$ cat src/rtl/link_arbiter.sv
// Round-robin arbiter that lends one shared SEND/ACK link to N_REQ requesters.
// The peripheral ACK is asynchronous and reaches the FSM only through a 2-flop synchronizer.
module link_arbiter #(
  parameter int N_REQ   = 4,
  parameter int DATA_W  = 32,
  parameter int TIMEOUT = 255
) (
  input  logic                    clk_arb,
  input  logic                    rst_arb,
  input  logic [N_REQ-1:0]        req_arb,
  input  logic [N_REQ*DATA_W-1:0] data_arb,
  output logic [N_REQ-1:0]        done_arb,
  output logic                    err_arb,
  output logic [N_REQ-1:0]        gnt_arb,
  output logic                    SEND_arb,
  output logic [DATA_W-1:0]       outData_arb,
  input  logic                    inACK_arb,
  output logic [1:0]              state_dbg
);

  localparam int PTR_W = (N_REQ > 1) ? $clog2(N_REQ) : 1;
  localparam logic [15:0] TO_LIMIT = 16'(TIMEOUT);

  localparam logic [1:0] S_IDLE    = 2'd0;
  localparam logic [1:0] S_SEND    = 2'd1;
  localparam logic [1:0] S_RELEASE = 2'd2;
  localparam logic [1:0] S_DONE    = 2'd3;

  logic [1:0]       state;
  logic [PTR_W-1:0] ptr;
  logic [15:0]      wait_cnt;
  logic [15:0]      cnt_inc;
  logic             timeout_hit;
  logic             ack_meta;
  logic             ack_s;
  logic             err_seen;
  logic             win_found;
  logic [PTR_W-1:0] win_idx;
  logic [PTR_W-1:0] cand;

  assign state_dbg   = state;
  assign cnt_inc     = wait_cnt + 16'd1;
  assign timeout_hit = (cnt_inc == TO_LIMIT);

  // Four-phase link handshake: SEND_arb rises with outData_arb valid and held;
  // the peripheral raises ACK, SEND_arb drops, ACK falls, and only then is the transfer done.
  always_ff @(posedge clk_arb or negedge rst_arb) begin
    if (!rst_arb) begin
      ack_meta <= 1'b0;
      ack_s    <= 1'b0;
    end else begin
      ack_meta <= inACK_arb;
      ack_s    <= ack_meta;
    end
  end

  always_comb begin
    win_found = 1'b0;
    win_idx   = '0;
    cand      = '0;
    for (int k = 0; k < N_REQ; k++) begin
      cand = PTR_W'((int'(ptr) + k) % N_REQ);
      if (!win_found && req_arb[cand]) begin
        win_found = 1'b1;
        win_idx   = cand;
      end
    end
  end

  always_ff @(posedge clk_arb or negedge rst_arb) begin
    if (!rst_arb) begin
      state       <= S_IDLE;
      ptr         <= '0;
      wait_cnt    <= '0;
      err_seen    <= 1'b0;
      SEND_arb    <= 1'b0;
      outData_arb <= '0;
      gnt_arb     <= '0;
      done_arb    <= '0;
      err_arb     <= 1'b0;
    end else begin
      done_arb <= '0;
      err_arb  <= 1'b0;
      case (state)
        S_IDLE: begin
          if (win_found) begin
            state       <= S_SEND;
            wait_cnt    <= '0;
            err_seen    <= 1'b0;
            gnt_arb     <= N_REQ'(1) << win_idx;
            outData_arb <= data_arb[int'(win_idx)*DATA_W +: DATA_W];
            SEND_arb    <= 1'b1;
            ptr         <= (int'(win_idx) == N_REQ - 1) ? '0 : win_idx + 1'b1;
          end
        end
        S_SEND: begin
          if (ack_s) begin
            state    <= S_RELEASE;
            wait_cnt <= '0;
            SEND_arb <= 1'b0;
          end else if (timeout_hit) begin
            state    <= S_RELEASE;
            wait_cnt <= '0;
            SEND_arb <= 1'b0;
            err_arb  <= 1'b1;
            err_seen <= 1'b1;
          end else begin
            wait_cnt <= cnt_inc;
          end
        end
        S_RELEASE: begin
          if (!ack_s) begin
            state    <= S_DONE;
            wait_cnt <= '0;
            done_arb <= gnt_arb;
          end else if (timeout_hit) begin
            // A transfer that already flagged a SEND timeout is abandoned silently.
            state    <= S_IDLE;
            wait_cnt <= '0;
            gnt_arb  <= '0;
            err_arb  <= !err_seen;
          end else begin
            wait_cnt <= cnt_inc;
          end
        end
        S_DONE: begin
          state    <= S_IDLE;
          wait_cnt <= '0;
          gnt_arb  <= '0;
        end
        default: begin
          state    <= S_IDLE;
          wait_cnt <= '0;
          gnt_arb  <= '0;
          SEND_arb <= 1'b0;
        end
      endcase
    end
  end

endmodule

$ cat config.mk
export PLATFORM = sky130hd
export DESIGN_NAME = link_arbiter
export DESIGN_NICKNAME = d
export VERILOG_FILES = /design/src/rtl/link_arbiter.sv
export SDC_FILE = /design/constraint.sdc
export NUM_CORES = 1
export LEC_CHECK = 0
export CAP_MARGIN = 10
export CORE_ASPECT_RATIO = 0.9
export CORE_MARGIN = 4
export CORE_UTILIZATION = 30
export CTS_BUF_LIST = sky130_fd_sc_hd__clkbuf_4 sky130_fd_sc_hd__clkbuf_8
export CTS_CLUSTER_SIZE = 40
export DETAILED_ROUTE_END_ITERATION = 10
export GPL_TIMING_DRIVEN = 0
export PLACE_DENSITY_LB_ADDON = 0.05
export SYNTH_ARGS = -nofsm -noshare
export SYNTH_HDL_FRONTEND = slang
export SYNTH_SLANG_ARGS = --single-unit
$ cat constraint.sdc
create_clock -name clk_arb -period 3.2 [get_ports clk_arb]
set_clock_uncertainty 0.1 [all_clocks]
set_input_delay 0.8 -clock clk_arb [delete_from_list [all_inputs] [get_ports clk_arb]]
set_output_delay 0.8 -clock clk_arb [all_outputs]
set_load 0.02 [all_outputs]
Word level (Yosys, flattened, before mapping)
Cells that the tools add are included.
Widths: inputs -> output; s select.

word-level totals
  register bits = 65
  input bits = 135
  output and inout port bits = 44
  word-level logic and storage cells = 96

cells by class
  add/sub/neg operators = 5
  order comparisons = 4
  eq/ne operators = 12
  shifts and indexed selects = 2
  mux-type cells = 47
  reduce and logical (&&, ||, !) cells = 15

operators with widths
  operator               count
  $shiftx 128x8->32      1
  $mux 16                4
  $pmux 16 s4            1
  $mux 2                 10
  $mux 4                 5
  $mux 1                 18
  $add 16x1->16 const B  1
  $eq 16x8->1 const B    1
  $lt 2x3->1 const B     4
  $pmux 4 s3             1
  $ne 2x2->1 const B     5
  $bmux 1 s2             4
  $pmux 2 s4             1
  $reduce_and 4->1       2
  $ne 3x3->1 const B     2
  $pmux 1 s2             3
  $reduce_and 3->1       2
  $add 2x1->2 const B    2
  $add 2x2->2 const B    2
  $eq 2x1->1 const B     2
  $eq 2x2->1 const B     2
  $logic_not 1->1        4
  $shl 1x2->4 const A    1
  $logic_and 1x1->1      3
  4 further kinds        4

Depth between registers and ports, before layout
  word-level depth = 15
  gate-level depth with buffers = 9

Least setup slack after synthesis
No wires, ideal clock.

  kind = in2reg
  start point = in req_arb[0]
  end point = reg ptr[1]
  library setup time = 0.125 ns
  data arrival time = 2.359 ns
  data required time = 2.975 ns
  path slack = 0.616 ns
  stages on the path = 6
  buffers on the path = 2
  cells stage by stage = nor4_1 nor4_1 buf_2 buf_4 ha_1 mux2_2

on the way
  longest elaborated chain between the ends = 14
  elaborated cells on any way between the ends = 26

RTL lines
  what                                       RTL line  source
  from (decl)                                10        input logic [N_REQ-1:0] req_arb,
  $bmux 1 s2                                 63        if (!win_found && req_arb[cand]) begin
  $mux 1 (not written as such)               63
  $mux 1                                     63
  $logic_not 1->1                            63
  $logic_and 1x1->1                          63
  $mux 1                                     63
  $logic_not 1->1                            63
  $logic_and 1x1->1                          63
  $mux 1                                     63
  $logic_not 1->1                            63
  $logic_and 1x1->1                          63
  $mux 2                                     63
  $add 2x1->2 or $eq 2x1->1 (tied branches)  93        ptr <= (int'(win_idx) == N_REQ - 1) ? '0 : win_idx + 1'b1;
  $mux 2                                     93
  to (signal assigned)                       93
  to (decl)                                  30        logic [PTR_W-1:0] ptr;

Several ways; a longest one is shown, not always the timed one. The select of a mux whose other input is x is not followed.
A chain may end at the register's enable or synchronous reset.

Worst setup path in the final report
  start point = in req_arb[3]
  end point = reg ptr[1]

The elaborated chain is that of the path after synthesis.

==> flow_summary_export.csv <==
group,metric,value,unit
worst_setup_path,cp-end-kind,"register",
timing,finalCritPeriodShare,92.78,%
worst_setup_path,rrSetupSlack,260,ps
layout,final_cell_mix,"177 x clkdlybuf4s50_1, 65 x dfrtp_1, 65 x mux2i_1",
synthesis,syn_avg_cell_area,9.959,sq um
layout,fin_nets,756,
worst_setup_path,start_kind,"primary input",
power_and_ir_drop,power.density,752.3,nW/um^2
place,gp_congestion,0.8080,
power_and_ir_drop,power.share.switching,39.61,%
floorplan,die_x,132.8,um
worst_setup_path,reg2reg_depth,8,
global_route,overflow,0,
power_and_ir_drop,p_int,2936,uW
timing,slew_headroom,44.75,%
worst_setup_path,critPathKind,"primary input to register",
place,hpwl,10500,um
layout,syn_to_final_growth,53.77,%
timing,finalMaxSlewViolations,0,
clock_tree,h-tree-depth,3,
floorplan,io_pins,179,
worst_setup_path,crit_arrival,3090,ps
layout,instances_no_fill,783,
global_route,grt_max_degree,66,
route,drtPass1Iterations,4,
synthesis,syn_nets,567,
power_and_ir_drop,p_leak,0.002759,uW
floorplan,core,13510,sq um
timing,fin_tns_setup,0,ps
clock_tree,cts.path.max_buffers,2,
power_and_ir_drop,p_clk_share,16.9,%
layout,layout_commonest_cell,"clkdlybuf4s50_1",
min_path,hp-class,"register to register",
status,status,"complete, no violations",
synthesis,seq_area_frac_synth,38.70,%
synthesis,async_flop_share,100.0,%
clock_tree,clk_latency,340,ps
place,placed_area,6192,sq um
place,io_buffers,178,
floorplan,initial_core_util,31.10,%
worst_setup_path,critical_path.startpoint,"req_arb[3]",
worst_setup_path,regToRegStartpoint,"wait_cnt[0]$_DFFE_PN0P_",
clock_tree,path_clk_slew,60,ps
synthesis,yosys_warnings,0,
floorplan,rows,40,
clock_tree,cts_buffers,9,
layout,diodes,0,
clock_tree,cts_tree,"done",
worst_setup_path,required,3330,ps
timing,max_freq,0.3368,GHz
place,dpl.cell_count,768,
power_and_ir_drop,p_sw,1926,uW
worst_setup_path,r2r_end,"wait_cnt[9]$_DFFE_PN0P_",
global_route,grt_usage,16.91,%
route,ant_nets,0,
route,vias_per_cell,4.883,
flow_run,drv_cap,0,
power_and_ir_drop,seqPwrFrac,26.1,%
power_and_ir_drop,peakVddDrop,0.0003506,V
route,num_vias,3823,
global_route,grt_pass1_wl,21250,um
layout,drive_above_1_share,13.82,%
synthesis,synthesis.instances,422,
synthesis,synth_ff_type,"dfrtp_1",
timing,hold_violations,0,
worst_setup_path,critPathMaxFanout,11,
synthesis,ys_seq_elements,65,
layout,design_area,6462,sq um
timing,tightestPinTransition,828.7,ps
route,drt_first_iter_violations,122,
timing,setup_viol,0,
route,wire_per_inst,17.14,um
clock_tree,cts_root_buffer,"clkbuf_8",
route,routed_wl,13420,um
timing,rsz0062_at_grt,"false",
synthesis,netlist_area,4203,sq um
floorplan,die_y,120.3,um
global_route,antenna_found_initial,0,
worst_setup_path,endpoint,"ptr[1]$_DFFE_PN0P_",
synthesis,synth_cell_types,56,
power_and_ir_drop,combinationalPowerShare,57.0,%
clock_tree,cts.sinks,65,
synthesis,synth-edff-count,0,
global_route,grt_pass1_vias,3929,
timing,min_period,2969,ps
route,drt_drc_violations_left,0,
floorplan,dieArea,15970,sq um
==> timing repair <==
action	CTS	global route
setup endpoints to repair	9	41
buffers inserted	0	0
endpoints found under the hold margin	0	0
hold buffers	0	0
gates cloned	0	0
gates resized for setup	2	10
==> cell usage after synthesis (2+ instances only) <==
cell type,n,area [sq um]
a21o_1,4,30.03
a21oi_1,9,45.04
a22o_1,4,35.03
and2_1,6,37.54
and3_1,3,18.77
buf_2,6,30.03
buf_4,4,30.03
clkbuf_1,15,56.30
dfrtp_1,65,1627
ha_1,10,125.1
inv_1,10,37.54
mux2_2,33,371.6
mux2i_1,65,650.6
nand2_1,49,183.9
nand2_2,2,12.51
nand2b_1,5,31.28
nand3_1,12,60.06
nand4_1,2,12.51
nand4_2,2,25.02
nor2_1,10,37.54
nor3_1,7,35.03
nor4_1,8,50.05
nor4b_1,2,17.52
o21ai_0,34,170.2
o21ai_1,11,55.05
o22ai_1,2,12.51
o2bb2ai_1,2,17.52
o311ai_1,3,26.28
o31ai_1,3,22.52
or2_2,3,18.77
or4_1,2,15.01
xnor2_1,5,43.79
==> per-stage QoR <==
stage / hold WS [ps] / utilization [%] / total power, uW / setup slack (ps)
6_report: 253.7 / 47.82 / 4862 / 231.0
5_1_grt: 277.8 / 47.82 / 5225 / 5.105
4_1_cts: 259.1 / 47.60 / 4940 / 89.33
3_5_place_dp: 237.9 / 45.82 / 4091 / -598.1
3_3_place_gp: 236.4 / 45.84 / 4063 / -1084
2_1_floorplan: 231.2 / - / 2975 / 615.9
==> logic make-up after synthesis <==
kind of cell	share of synthesized area, %
compound gates	12.89
xor+xnor	1.637
fa+ha+maj	2.977
buf+inv	4.019
flops	38.70
mux	24.32
simple gates	15.45
==> power by group through the flow <==
stage,registers (uW),clock network [uW],logic (uW)
2_1_floorplan,1550,0,1420
3_3_place_gp,1270,0,2790
3_5_place_dp,1280,0,2810
4_1_cts,1270,852,2820
5_1_grt,1310,895,3020
6_report,1270,821,2770
==> worst max-delay path: stages <==
cell	delay (ps)
clkdlybuf4s50_1	580
o22ai_1	110
nor2b_1	160
nor4_2	310
buf_2	330
buf_4	290
ha_1	260
mux2_2	250
==> flip-flops by register name, summed over array words and instances (netlist names) <==
register	count
SEND_arb	1
done_arb	4
ptr	2
err_arb	1
state_dbg	2
wait_cnt	16
err_seen	1
ack_s	1
gnt_arb	4
outData_arb	32
ack_meta	1
==> worst min path at each step <==
stage / from / to / slack, ps / depth (start not counted)
finish: ack_meta$_DFF_PN0_ / ack_s$_DFF_PN0_ / 250 / 0
global route: ack_meta$_DFF_PN0_ / ack_s$_DFF_PN0_ / 280 / 0
CTS: ack_meta$_DFF_PN0_ / ack_s$_DFF_PN0_ / 260 / 0
detailed placement: ack_meta$_DFF_PN0_ / ack_s$_DFF_PN0_ / 240 / 0
global placement: ack_meta$_DFF_PN0_ / ack_s$_DFF_PN0_ / 240 / 0
floorplan: ack_meta$_DFF_PN0_ / ack_s$_DFF_PN0_ / 230 / 0
==> area by class of cell <==
| cell class | instances | area [sq um] |
|---|---|---|
| Clock buffer | 13 | 172.7 |
| Sequential cell | 65 | 1627 |
| Fill cell | 1319 | 7051 |
| Multi-Input combinational cell | 320 | 2440 |
| Buffer | 26 | 132.6 |
| Clock inverter | 2 | 60.06 |
| Inverter | 11 | 41.29 |
| Tap cell | 168 | 210.2 |
| Timing Repair Buffer | 178 | 1779 |
==> layer usage <==
metal / track usage (%) / part of all wire, %
met1: 21.46 / 43
met2: 28.32 / 49
met3: 5.324 / 6.6
met4: 3.766 / 1.2
met5: 0 / 0
Note: power is estimated with default switching activity, not from simulation.
